[src/rtl/rom_dl_ctrl.sv]
// rom_dl_ctrl: HPS ioctl download front end feeding the SDRAM toggle-handshake write ports.
// Ports:
//   clk_sys, reset_n              system clock, asynchronous active-low reset
//   ioctl_download/index/wr/addr/dout  HPS download byte stream in
//   ioctl_wait                    backpressure to the HPS
//   port1_req/ack/a/ds/d          SDRAM write port for every ROM byte
//   port2_req/ack/a/ds/d          SDRAM write port for the sprite region, rebased to SP_BASE
//   port_we                       SDRAM write window
//   core_mod, sw0, sw1            latched core-mode and DIP switch bytes
//   rom_loaded, core_reset        ROM commit flag and game-logic reset
module rom_dl_ctrl #(
    parameter int          FIFO_DEPTH = 4,
    parameter logic [24:0] SP_BASE    = 25'h30000,
    parameter logic [15:0] RST_CYCLES = 16'hFFFF
) (
    input  logic        clk_sys,
    input  logic        reset_n,
    input  logic        ioctl_download,
    input  logic [7:0]  ioctl_index,
    input  logic        ioctl_wr,
    input  logic [24:0] ioctl_addr,
    input  logic [7:0]  ioctl_dout,
    output logic        ioctl_wait,
    output logic        port1_req,
    input  logic        port1_ack,
    output logic [22:0] port1_a,
    output logic [1:0]  port1_ds,
    output logic [15:0] port1_d,
    output logic        port2_req,
    input  logic        port2_ack,
    output logic [22:0] port2_a,
    output logic [1:0]  port2_ds,
    output logic [15:0] port2_d,
    output logic        port_we,
    output logic [7:0]  core_mod,
    output logic [7:0]  sw0,
    output logic [7:0]  sw1,
    output logic        rom_loaded,
    output logic        core_reset
);
    localparam int AW = $clog2(FIFO_DEPTH);
    localparam int CW = AW + 1;
    localparam logic [CW-1:0] FULL = CW'(FIFO_DEPTH);
    localparam logic [CW-1:0] HIWM = CW'(FIFO_DEPTH - 1);

    typedef enum logic {S_IDLE, S_WAIT} state_t;

    state_t        r_state, w_state_nx;
    logic          r_wr_d;
    logic          r_cap_v;
    logic [24:0]   r_cap_addr;
    logic [7:0]    r_cap_data;
    logic [32:0]   r_mem [FIFO_DEPTH];
    logic [AW-1:0] r_wr_ptr, r_rd_ptr;
    logic [CW-1:0] r_count;
    logic          r_ovf;
    logic          r_p2_issued;
    logic          r_dl_seen;
    logic [15:0]   r_rst_cnt;
    logic          w_rise, w_rom_dl, w_full, w_empty, w_push, w_pop, w_done, w_rl_set;
    logic [32:0]   w_head;
    logic [24:0]   w_head_addr;
    logic [7:0]    w_head_data;
    logic          w_head_p2;
    logic [23:0]   w_p2_off;
    logic          w_unused;

    assign w_rise      = ioctl_wr & ~r_wr_d;
    assign w_rom_dl    = ioctl_download & (ioctl_index == 8'd0);
    assign w_full      = r_count == FULL;
    assign w_empty     = r_count == '0;
    assign w_push      = r_cap_v & ~w_full;
    assign w_head      = r_mem[r_rd_ptr];
    assign w_head_addr = w_head[32:8];
    assign w_head_data = w_head[7:0];
    assign w_head_p2   = w_head_addr >= SP_BASE;
    // Bit 24 of the offset never reaches the 23-bit word address, so drop it early.
    assign w_p2_off    = w_head_addr[23:0] - SP_BASE[23:0];
    assign port_we     = w_rom_dl | ~w_empty;
    // The overflow flag is a debug observable with no functional consumer.
    assign w_unused    = &{1'b0, r_ovf};
    // The capture stage must also be empty, else a byte still in flight could be missed.
    assign w_rl_set    = r_dl_seen & ~ioctl_download & w_empty & ~r_cap_v & (r_state == S_IDLE);

    // Strobe edge detect plus one capture stage in front of the FIFO.
    always_ff @(posedge clk_sys or negedge reset_n) begin
        if (!reset_n) begin
            r_wr_d     <= 1'b0;
            r_cap_v    <= 1'b0;
            r_cap_addr <= '0;
            r_cap_data <= '0;
        end else begin
            r_wr_d  <= ioctl_wr;
            r_cap_v <= w_rise & w_rom_dl;
            if (w_rise) begin
                r_cap_addr <= ioctl_addr;
                r_cap_data <= ioctl_dout;
            end
        end
    end

    always_ff @(posedge clk_sys or negedge reset_n) begin
        if (!reset_n) begin
            core_mod <= '0;
            sw0      <= '0;
            sw1      <= '0;
        end else if (w_rise) begin
            if (ioctl_index == 8'd1)
                core_mod <= ioctl_dout;
            // Only switch bytes 0 and 1 are wired out; bytes 2..7 are accepted and dropped.
            if (ioctl_index == 8'd254 && ioctl_addr[24:1] == '0) begin
                if (ioctl_addr[0])
                    sw1 <= ioctl_dout;
                else
                    sw0 <= ioctl_dout;
            end
        end
    end

    always_ff @(posedge clk_sys) begin
        if (w_push)
            r_mem[r_wr_ptr] <= {r_cap_addr, r_cap_data};
    end

    always_ff @(posedge clk_sys or negedge reset_n) begin
        if (!reset_n) begin
            r_wr_ptr   <= '0;
            r_rd_ptr   <= '0;
            r_count    <= '0;
            r_ovf      <= 1'b0;
            ioctl_wait <= 1'b0;
        end else begin
            r_wr_ptr   <= r_wr_ptr + AW'(w_push);
            r_rd_ptr   <= r_rd_ptr + AW'(w_pop);
            r_count    <= r_count + CW'(w_push) - CW'(w_pop);
            r_ovf      <= r_ovf | (r_cap_v & w_full);
            // Raising at DEPTH-1 keeps one slot free for a strobe already in flight.
            ioctl_wait <= r_count >= HIWM;
        end
    end

    always_comb begin
        w_done     = (port1_ack == port1_req) && (!r_p2_issued || port2_ack == port2_req);
        w_pop      = (r_state == S_IDLE) && !w_empty;
        w_state_nx = w_pop ? S_WAIT : (r_state == S_WAIT && w_done) ? S_IDLE : r_state;
    end

    always_ff @(posedge clk_sys or negedge reset_n) begin
        if (!reset_n)
            r_state <= S_IDLE;
        else
            r_state <= w_state_nx;
    end

    always_ff @(posedge clk_sys or negedge reset_n) begin
        if (!reset_n) begin
            port1_req   <= 1'b0;
            port1_a     <= '0;
            port1_ds    <= '0;
            port1_d     <= '0;
            port2_req   <= 1'b0;
            port2_a     <= '0;
            port2_ds    <= '0;
            port2_d     <= '0;
            r_p2_issued <= 1'b0;
        end else if (w_pop) begin
            port1_req   <= ~port1_req;
            port1_a     <= w_head_addr[23:1];
            port1_ds    <= {w_head_addr[0], ~w_head_addr[0]};
            port1_d     <= {2{w_head_data}};
            r_p2_issued <= w_head_p2;
            if (w_head_p2) begin
                port2_req <= ~port2_req;
                port2_a   <= w_p2_off[23:1];
                port2_ds  <= {w_p2_off[0], ~w_p2_off[0]};
                port2_d   <= {2{w_head_data}};
            end
        end
    end

    always_ff @(posedge clk_sys or negedge reset_n) begin
        if (!reset_n) begin
            r_dl_seen  <= 1'b0;
            rom_loaded <= 1'b0;
            r_rst_cnt  <= RST_CYCLES;
            core_reset <= 1'b1;
        end else begin
            r_dl_seen  <= r_dl_seen | w_rom_dl;
            rom_loaded <= w_rom_dl ? 1'b0 : w_rl_set ? 1'b1 : rom_loaded;
            r_rst_cnt  <= (!rom_loaded || w_rom_dl) ? RST_CYCLES :
                          (r_rst_cnt != '0) ? r_rst_cnt - 16'd1 : r_rst_cnt;
            core_reset <= r_rst_cnt != '0;
        end
    end
endmodule

[config.mk]
export PLATFORM = sky130hd
export DESIGN_NAME = rom_dl_ctrl
export DESIGN_NICKNAME = d
export VERILOG_FILES = /design/src/rtl/rom_dl_ctrl.sv
export SDC_FILE = /design/constraint.sdc
export NUM_CORES = 1
export LEC_CHECK = 0
export BUFFER_PORTS_ARGS = -buffer_cell sky130_fd_sc_hd__clkbuf_2
export CAP_MARGIN = 20
export CORE_MARGIN = 5
export CORE_UTILIZATION = 55
export CTS_CLUSTER_SIZE = 25
export DETAILED_ROUTE_END_ITERATION = 8
export GPL_TIMING_DRIVEN = 0
export PLACE_DENSITY = 0.88
export RECOVER_POWER = 100
export SETUP_SLACK_MARGIN = 0.5
export SLEW_MARGIN = 30
export SYNTH_ARGS = -nofsm -noshare
export SYNTH_HDL_FRONTEND = slang
export SYNTH_SLANG_ARGS = --single-unit
[constraint.sdc]
create_clock -name clk_sys -period 7.65 [get_ports clk_sys]
set_clock_uncertainty 0.2 [all_clocks]
set_input_delay 1.1475 -clock clk_sys [delete_from_list [all_inputs] [get_ports clk_sys]]
set_output_delay 1.1475 -clock clk_sys [all_outputs]
set_load 0.005 [all_outputs]
==> impl_metrics.py, run 1 <==
metrics = {
    "clock_network": {
        "h-tree-depth": 1,
        "clockRootBuffer": "clkbuf_16",
        "cts.sinks": 288,
        "cts-buffers-inserted": 29,
        "cts.repair.resized": 0,
        "cts.clk_slew.worst_paths_ns": 0.06,
        "ctsHoldBuffers": 0,
        "clock_latency_ns": 0.54,
        "cts_tree": "built",
        "ctsLongestPathBuffers": 3,
        "post_cts_buffers": 0,
    },
    "sta": {
        "timing.fmax_mhz": 197.9,
        "rsz0062_at_grt": "false",
        "setup_viol": 0,
        "post-route-period-util_pct": 66.05,
        "setup_tns_ns": 0,
        "min_period_ns": 5.053,
        "hold_viol": 0,
        "worst_pin_slew_ns": 3.795,
        "slew-limit-headroom_pct": -153.0,
        "drv_slew": 91,
    },
    "setup_path": {
        "crit_family": "buffers and inverters",
        "r2r-start": "r_rd_ptr[1]",
        "regToRegSetupSlack_ns": 4.00,
        "critical_path_class": "in2async",
        "cp_cell_sequence": "clkbuf_1 > clkbuf_1",
        "critPathLaunchType": "input pin",
        "crit_buf_inv": 2,
        "path_common_cell": "clkbuf_1",
        "critPathMaxStageDelay_ns": 2.72,
        "crit_fanout": 71,
        "cp_slowest_cell": "clkbuf_1",
        "cp.required_ns": 7.21,
        "r2r_cells": 7,
        "rr_endpoint": "port2_d[13]",
        "startpoint": "reset_n",
        "cp_data_arrival_time_ns": 4.61,
        "worstSetupEndpointType": "async pin",
    },
    "global_route": {
        "track_usage_pct": 20.88,
        "grt_max_degree": 73,
        "grt_overflow_total": 0,
        "antenna_found_initial": 0,
        "grt_pass1_vias": 6837,
        "grt_pass1_wl_um": 38740,
    },
    "drt": {
        "top_layer": "met4",
        "via_count": 6334,
        "drc": 0,
        "totalWireLength_um": 24160,
        "routed-wl-met2_um": 12390,
        "dr_wl_met3_um": 1449,
        "wl_met1_um": 9698,
        "ant_nets": 0,
        "dr.pass1.iters": 4,
        "route.detailed.wl_per_inst_um": 21.33,
        "viasPerCell": 5.590,
        "first_iter_violations": 392,
    },
    "floorplanning": {
        "die_x_um": 153.3,
        "io_pins": 159,
        "placementRows": 52,
        "core-area_mm2": 0.02023,
        "dieArea_mm2": 0.02350,
        "start_util_pct": 55.82,
        "die_h_um": 153.3,
    },
    "logic_synthesis": {
        "synth_flop_cell": "dfrtp_1",
        "synth_commonest_cells": "139 x dfrtp_1, 132 x edfxtp_1, 88 x mux2_2",
        "yosys_warnings": 0,
        "synth_cell_types": 46,
        "async_reset_ff_share_pct": 54.17,
        "synth_seq_cells": 288,
        "syn_area_mm2": 0.01129,
        "synth-seq-area-share_pct": 69.85,
        "synthMostInstantiatedCell": "dfrtp_1",
        "yosys-top-cells-area": "edfxtp_1 35%, dfrtp_1 31%, mux2_2 8.8%",
        "synth_edf_count": 132,
        "synth.avg_cell_area_um2": 17.73,
        "synth_top_area_share_pct": 35.09,
        "yosysTopAreaCell": "edfxtp_1",
        "syn_inst": 637,
        "synth_nets": 693,
    },
    "power_and_ir_drop": {
        "peakVddDrop_mv": 0.2136,
        "clockPowerShare_pct": 28.1,
        "finalPower_w": 0.004647,
        "p_leak_nw": 5.192,
        "internal_power_w": 0.003303,
        "combPwrFrac_pct": 27.5,
        "switchingPower_w": 0.001344,
        "swShare_pct": 28.92,
        "seqPwrFrac_pct": 44.5,
        "power.density_mw_per_mm2": 352.1,
    },
    "final_layout": {
        "instances_no_fill": 1133,
        "drive_gt1_share_pct": 35.11,
        "antenna_cells": 0,
        "utilization_pct": 65.22,
        "syn2layout_area_growth_pct": 16.85,
        "num-nets-final": 896,
    },
    "flow_run": {
        "cap_viol_max_count": 2,
    },
    "placed_design": {
        "gp_congestion": 0.7722,
        "port_buffers": 158,
        "place_inst": 1079,
        "post-dp-hpwl_um": 16520,
    },
    "worst_hold_path": {
        "min_path_cells": 1,
        "hold_start": "r_dl_seen",
        "min_path_type": "reg2reg",
        "min_to": "r_dl_seen",
    },
    "outcome": {
        "outcome": "finished with violations",
        "violations": "capacitance limit, slew limit",
    },
}
-- metrics by stage --
stage	cell area, µm²	setup slack (ns)	hold WS (ns)
2_1_floorplan	11290	3.880	0.2255
3_3_place_gp	12420	2.039	0.2450
3_5_place_dp	12640	3.253	0.2496
4_1_cts	13510	3.173	0.2548
5_1_grt	13200	1.674	0.2836
6_report	13200	2.597	0.2656
-- power groups by stage --
stage	Clock (W)	Sequential [W]	Combinational (W)
after floorplan	0	0.00207	0.000904
after global placement	0	0.00208	0.00135
after detailed placement	0	0.00210	0.00141
after CTS	0.00133	0.00207	0.00143
after global routing	0.00140	0.00210	0.00139
final	0.00130	0.00207	0.00128
-- placed cells by master, fill, tap and decap left out, drive strengths merged, types with 4 or more instances in the layout --
cell | Yosys | routed
o21ai | 4 | 4
inv | 7 | 8
clkbuf | 16 | 248
nand2 | 25 | 25
edfxtp | 132 | 132
ha | 8 | 8
dfrtp | 139 | 139
xnor2 | 14 | 14
nor2 | 19 | 19
nand3 | 4 | 4
mux4 | 33 | 33
nand2b | 6 | 6
clkinv | 0 | 8
a21oi | 10 | 10
buf | 24 | 8
or3 | 4 | 4
mux2 | 114 | 114
dfstp | 17 | 17
xor2 | 13 | 13
nor4 | 10 | 10
nor3 | 8 | 8
-- worst max path at each step --
stage,slack (ns),to,cells past startpoint
floorplan,3.88,r_mem[1][0],4
global placement,2.04,r_mem[1][10],3
global route,1.67,port2_d[13],2
finish,2.60,sw0[4],2
CTS,3.17,port_we,6
detailed placement,3.25,port_we,6
-- metal layers --
metal	vias up	track usage (%)
met4	0	6.025
met5	-	0
met2	237	35.61
met1	3264	27.94
li1	2785	-
met3	48	3.591
-- kinds of logic after synthesis --
kind of cell,share of synthesized area (%)
xor gates and xnor gates,2.094
and+or+nand+nor,4.365
AOI/OAI and AO/OA,1.296
muxes,18.90
DFF,69.85
buffers and inverters,2.437
adders and majority gates,1.064
-- sequential cells by signal, summed over array words and instances, names as in the netlist, 2 cells and up --
signal	flops
r_cap_data	8
port2_ds	2
sw0	8
r_count	3
sw1	8
r_rd_ptr	2
r_wr_ptr	2
port1_d	8
r_rst_cnt	16
port2_a	23
port1_ds	2
r_mem	132
port2_d	8
r_cap_addr	25
core_mod	8
port1_a	23
-- layout make-up --
class                   count  area, µm²
flip-flops and latches    288       7889
fillers                  1414       7037
multi-input cells         302       3042
clock buffers              44      802.0
repair buffers            172      797.0
well taps                 270      337.8
plain buffers              40      227.7
clock inverters            10      76.32
inverters                   7      26.28
Power figures use the tool's default switching activity.
==> run 2: changes to the inputs <==
- clock period: 7.65 -> 4.75 ns (I/O delays scaled with it)
==> impl_metrics.py, run 2 (synthesis gave the netlist of run 1 again) <==
metrics = {
    "clock_network": {
        "clockRootBuffer": "clkbuf_16",
        "cts-buffers-inserted": 29,
        "ctsLongestPathBuffers": 3,
        "h-tree-depth": 1,
        "cts.clk_slew.worst_paths_ns": 0.06,
        "clock_latency_ns": 0.54,
        "cts_tree": "built",
        "cts.sinks": 288,
    },
    "global_route": {
        "grt_pass1_wl_um": 38770,
        "grt_pass1_vias": 6847,
        "track_usage_pct": 20.89,
        "antenna_found_initial": 0,
        "grt_max_degree": 73,
        "grt_overflow_total": 0,
    },
    "final_layout": {
        "syn2layout_area_growth_pct": 16.75,
        "antenna_cells": 0,
        "largest_reg_flops": 132,
        "layout_commonest_cell": "dfrtp_1",
        "drive_gt1_share_pct": 35.19,
        "instances_no_fill": 1134,
        "num-nets-final": 897,
        "regMostFlops": "r_mem",
        "layout_common_cells": "139 x dfrtp_1, 132 x edfxtp_1, 105 x clkbuf_2",
        "top_regs": "r_mem: 132 flops, r_cap_addr: 25 flops",
    },
    "sta": {
        "worst_pin_slew_ns": 1.803,
        "setup_viol": 0,
        "min_period_ns": 3.645,
        "hold_viol": 0,
        "post-route-period-util_pct": 76.73,
        "timing.fmax_mhz": 274.4,
        "setup_tns_ns": 0,
        "slew-limit-headroom_pct": -20.23,
        "rsz0062_at_grt": "false",
        "fin_ws_ns": 1.105,
        "drv_slew": 164,
    },
    "floorplanning": {
        "die_h_um": 153.3,
        "start_util_pct": 55.82,
        "die_x_um": 153.3,
        "core-area_mm2": 0.02023,
        "io_pins": 159,
        "placementRows": 52,
        "dieArea_mm2": 0.02350,
    },
    "setup_path": {
        "cp_data_arrival_time_ns": 3.86,
        "crit_fanout": 10,
        "critPathMaxStageDelay_ns": 0.57,
        "cp.required_ns": 4.96,
        "worstSetupEndpointType": "flop",
        "critical_path_class": "reg2reg",
        "path_common_cell": "clkbuf_1",
        "cp_slowest_cell": "clkbuf_1",
        "critPathLaunchType": "flop",
        "cp_cell_sequence": "clkbuf_1 > clkbuf_1 > mux4_2 > a211o_1 > o31a_1 > clkbuf_1 > mux2_1",
    },
    "outcome": {
        "violations": "capacitance limit, slew limit",
        "outcome": "finished with violations",
    },
    "placed_design": {
        "gp_congestion": 0.7722,
        "post-dp-hpwl_um": 16520,
        "port_buffers": 158,
        "place_ws_ns": 1.143,
        "place_inst": 1079,
    },
    "drt": {
        "via_count": 6340,
        "totalWireLength_um": 24210,
        "dr.pass1.iters": 4,
        "route.detailed.wl_per_inst_um": 21.35,
        "first_iter_violations": 398,
        "ant_nets": 0,
        "viasPerCell": 5.591,
        "drc": 0,
    },
    "flow_run": {
        "cap_viol_max_count": 3,
    },
    "power_and_ir_drop": {
        "peakVddDrop_mv": 0.3433,
        "power.density_mw_per_mm2": 567.5,
        "finalPower_w": 0.007484,
        "p_leak_nw": 5.190,
    },
    "worst_hold_path": {
        "min_path_type": "in2reg",
    },
}
==> run 2: cell count changes in the layout (fill, tap and decap cells not counted), sizes merged <==
cell / before / now
buf: 8 / 7
dlygate4sd3: 0 / 1
clkbuf: 248 / 249
==> run 2: what timing repair did <==
action	CTS	global route
setup buffers	0	0
gates resized for setup	0	0
hold buffers	1	0
endpoints found under the hold margin	13	0
==> run 2: per-stage QoR <==
step | hold slack [ns] | utilization, % | area [µm²]
floorplan | 0.2169 | - | 11290
global placement | 0.2450 | 61.40 | 12420
detailed placement | 0.2496 | 62.45 | 12640
CTS | 0.1019 | 66.84 | 13520
global route | 0.1209 | 65.17 | 13190
finish | 0.1257 | 65.17 | 13190
==> run 2: worst max-delay path: cells and delay by family, from the launching register on <==
| kind | cells | cell delay [ns] |
|---|---|---|
| DFF | 1 | 0.33 |
| muxes | 2 | 0.93 |
| AOI/OAI and AO/OA | 2 | 0.65 |
| buffers and inverters | 3 | 1.40 |
==> run 2: cell type report <==
type,count,area (µm²)
Tap cell,270,337.8
Clock buffer,44,802.0
Buffer,40,227.7
Sequential cell,288,7889
Inverter,7,26.28
Clock inverter,10,76.32
Multi-Input combinational cell,302,3042
Fill cell,1413,7048
Timing Repair Buffer,173,785.8
==> run 2: path summary, 6_finish.rpt <==
check / slack, ns / startpoint / endpoint / cells past startpoint
worst max register to register: 1.11 / r_rd_ptr[1] / port2_d[13] / 7
worst max-delay path: 1.11 / r_rd_ptr[1] / port2_d[13] / 7
worst min-delay path: 0.13 / ioctl_wr / r_wr_d / 1
max in group asynchronous: 1.54 / reset_n / port2_a[7] / 3
min in group asynchronous: 0.59 / reset_n / sw1[0] / 2
worst min register to register: 0.27 / r_dl_seen / r_dl_seen / 1
==> run 2: metal layers <==
metal	track usage, %	routed length (µm)	vias to the layer above
li1	-	-	2790
met1	27.94	9606	3278
met2	35.65	12500	232
met3	3.591	1534	40
met4	6.025	573	0
met5	0	0	-
==> run 2: where the power goes <==
| group | total [W] | switching (W) | internal [W] |
|---|---|---|---|
| registers | 0.00333 | 0.000281 | 0.00305 |
| clock network | 0.00210 | 0.000886 | 0.00121 |
| logic | 0.00205 | 0.000998 | 0.00105 |
| total | 0.00748 | 0.00217 | 0.00532 |
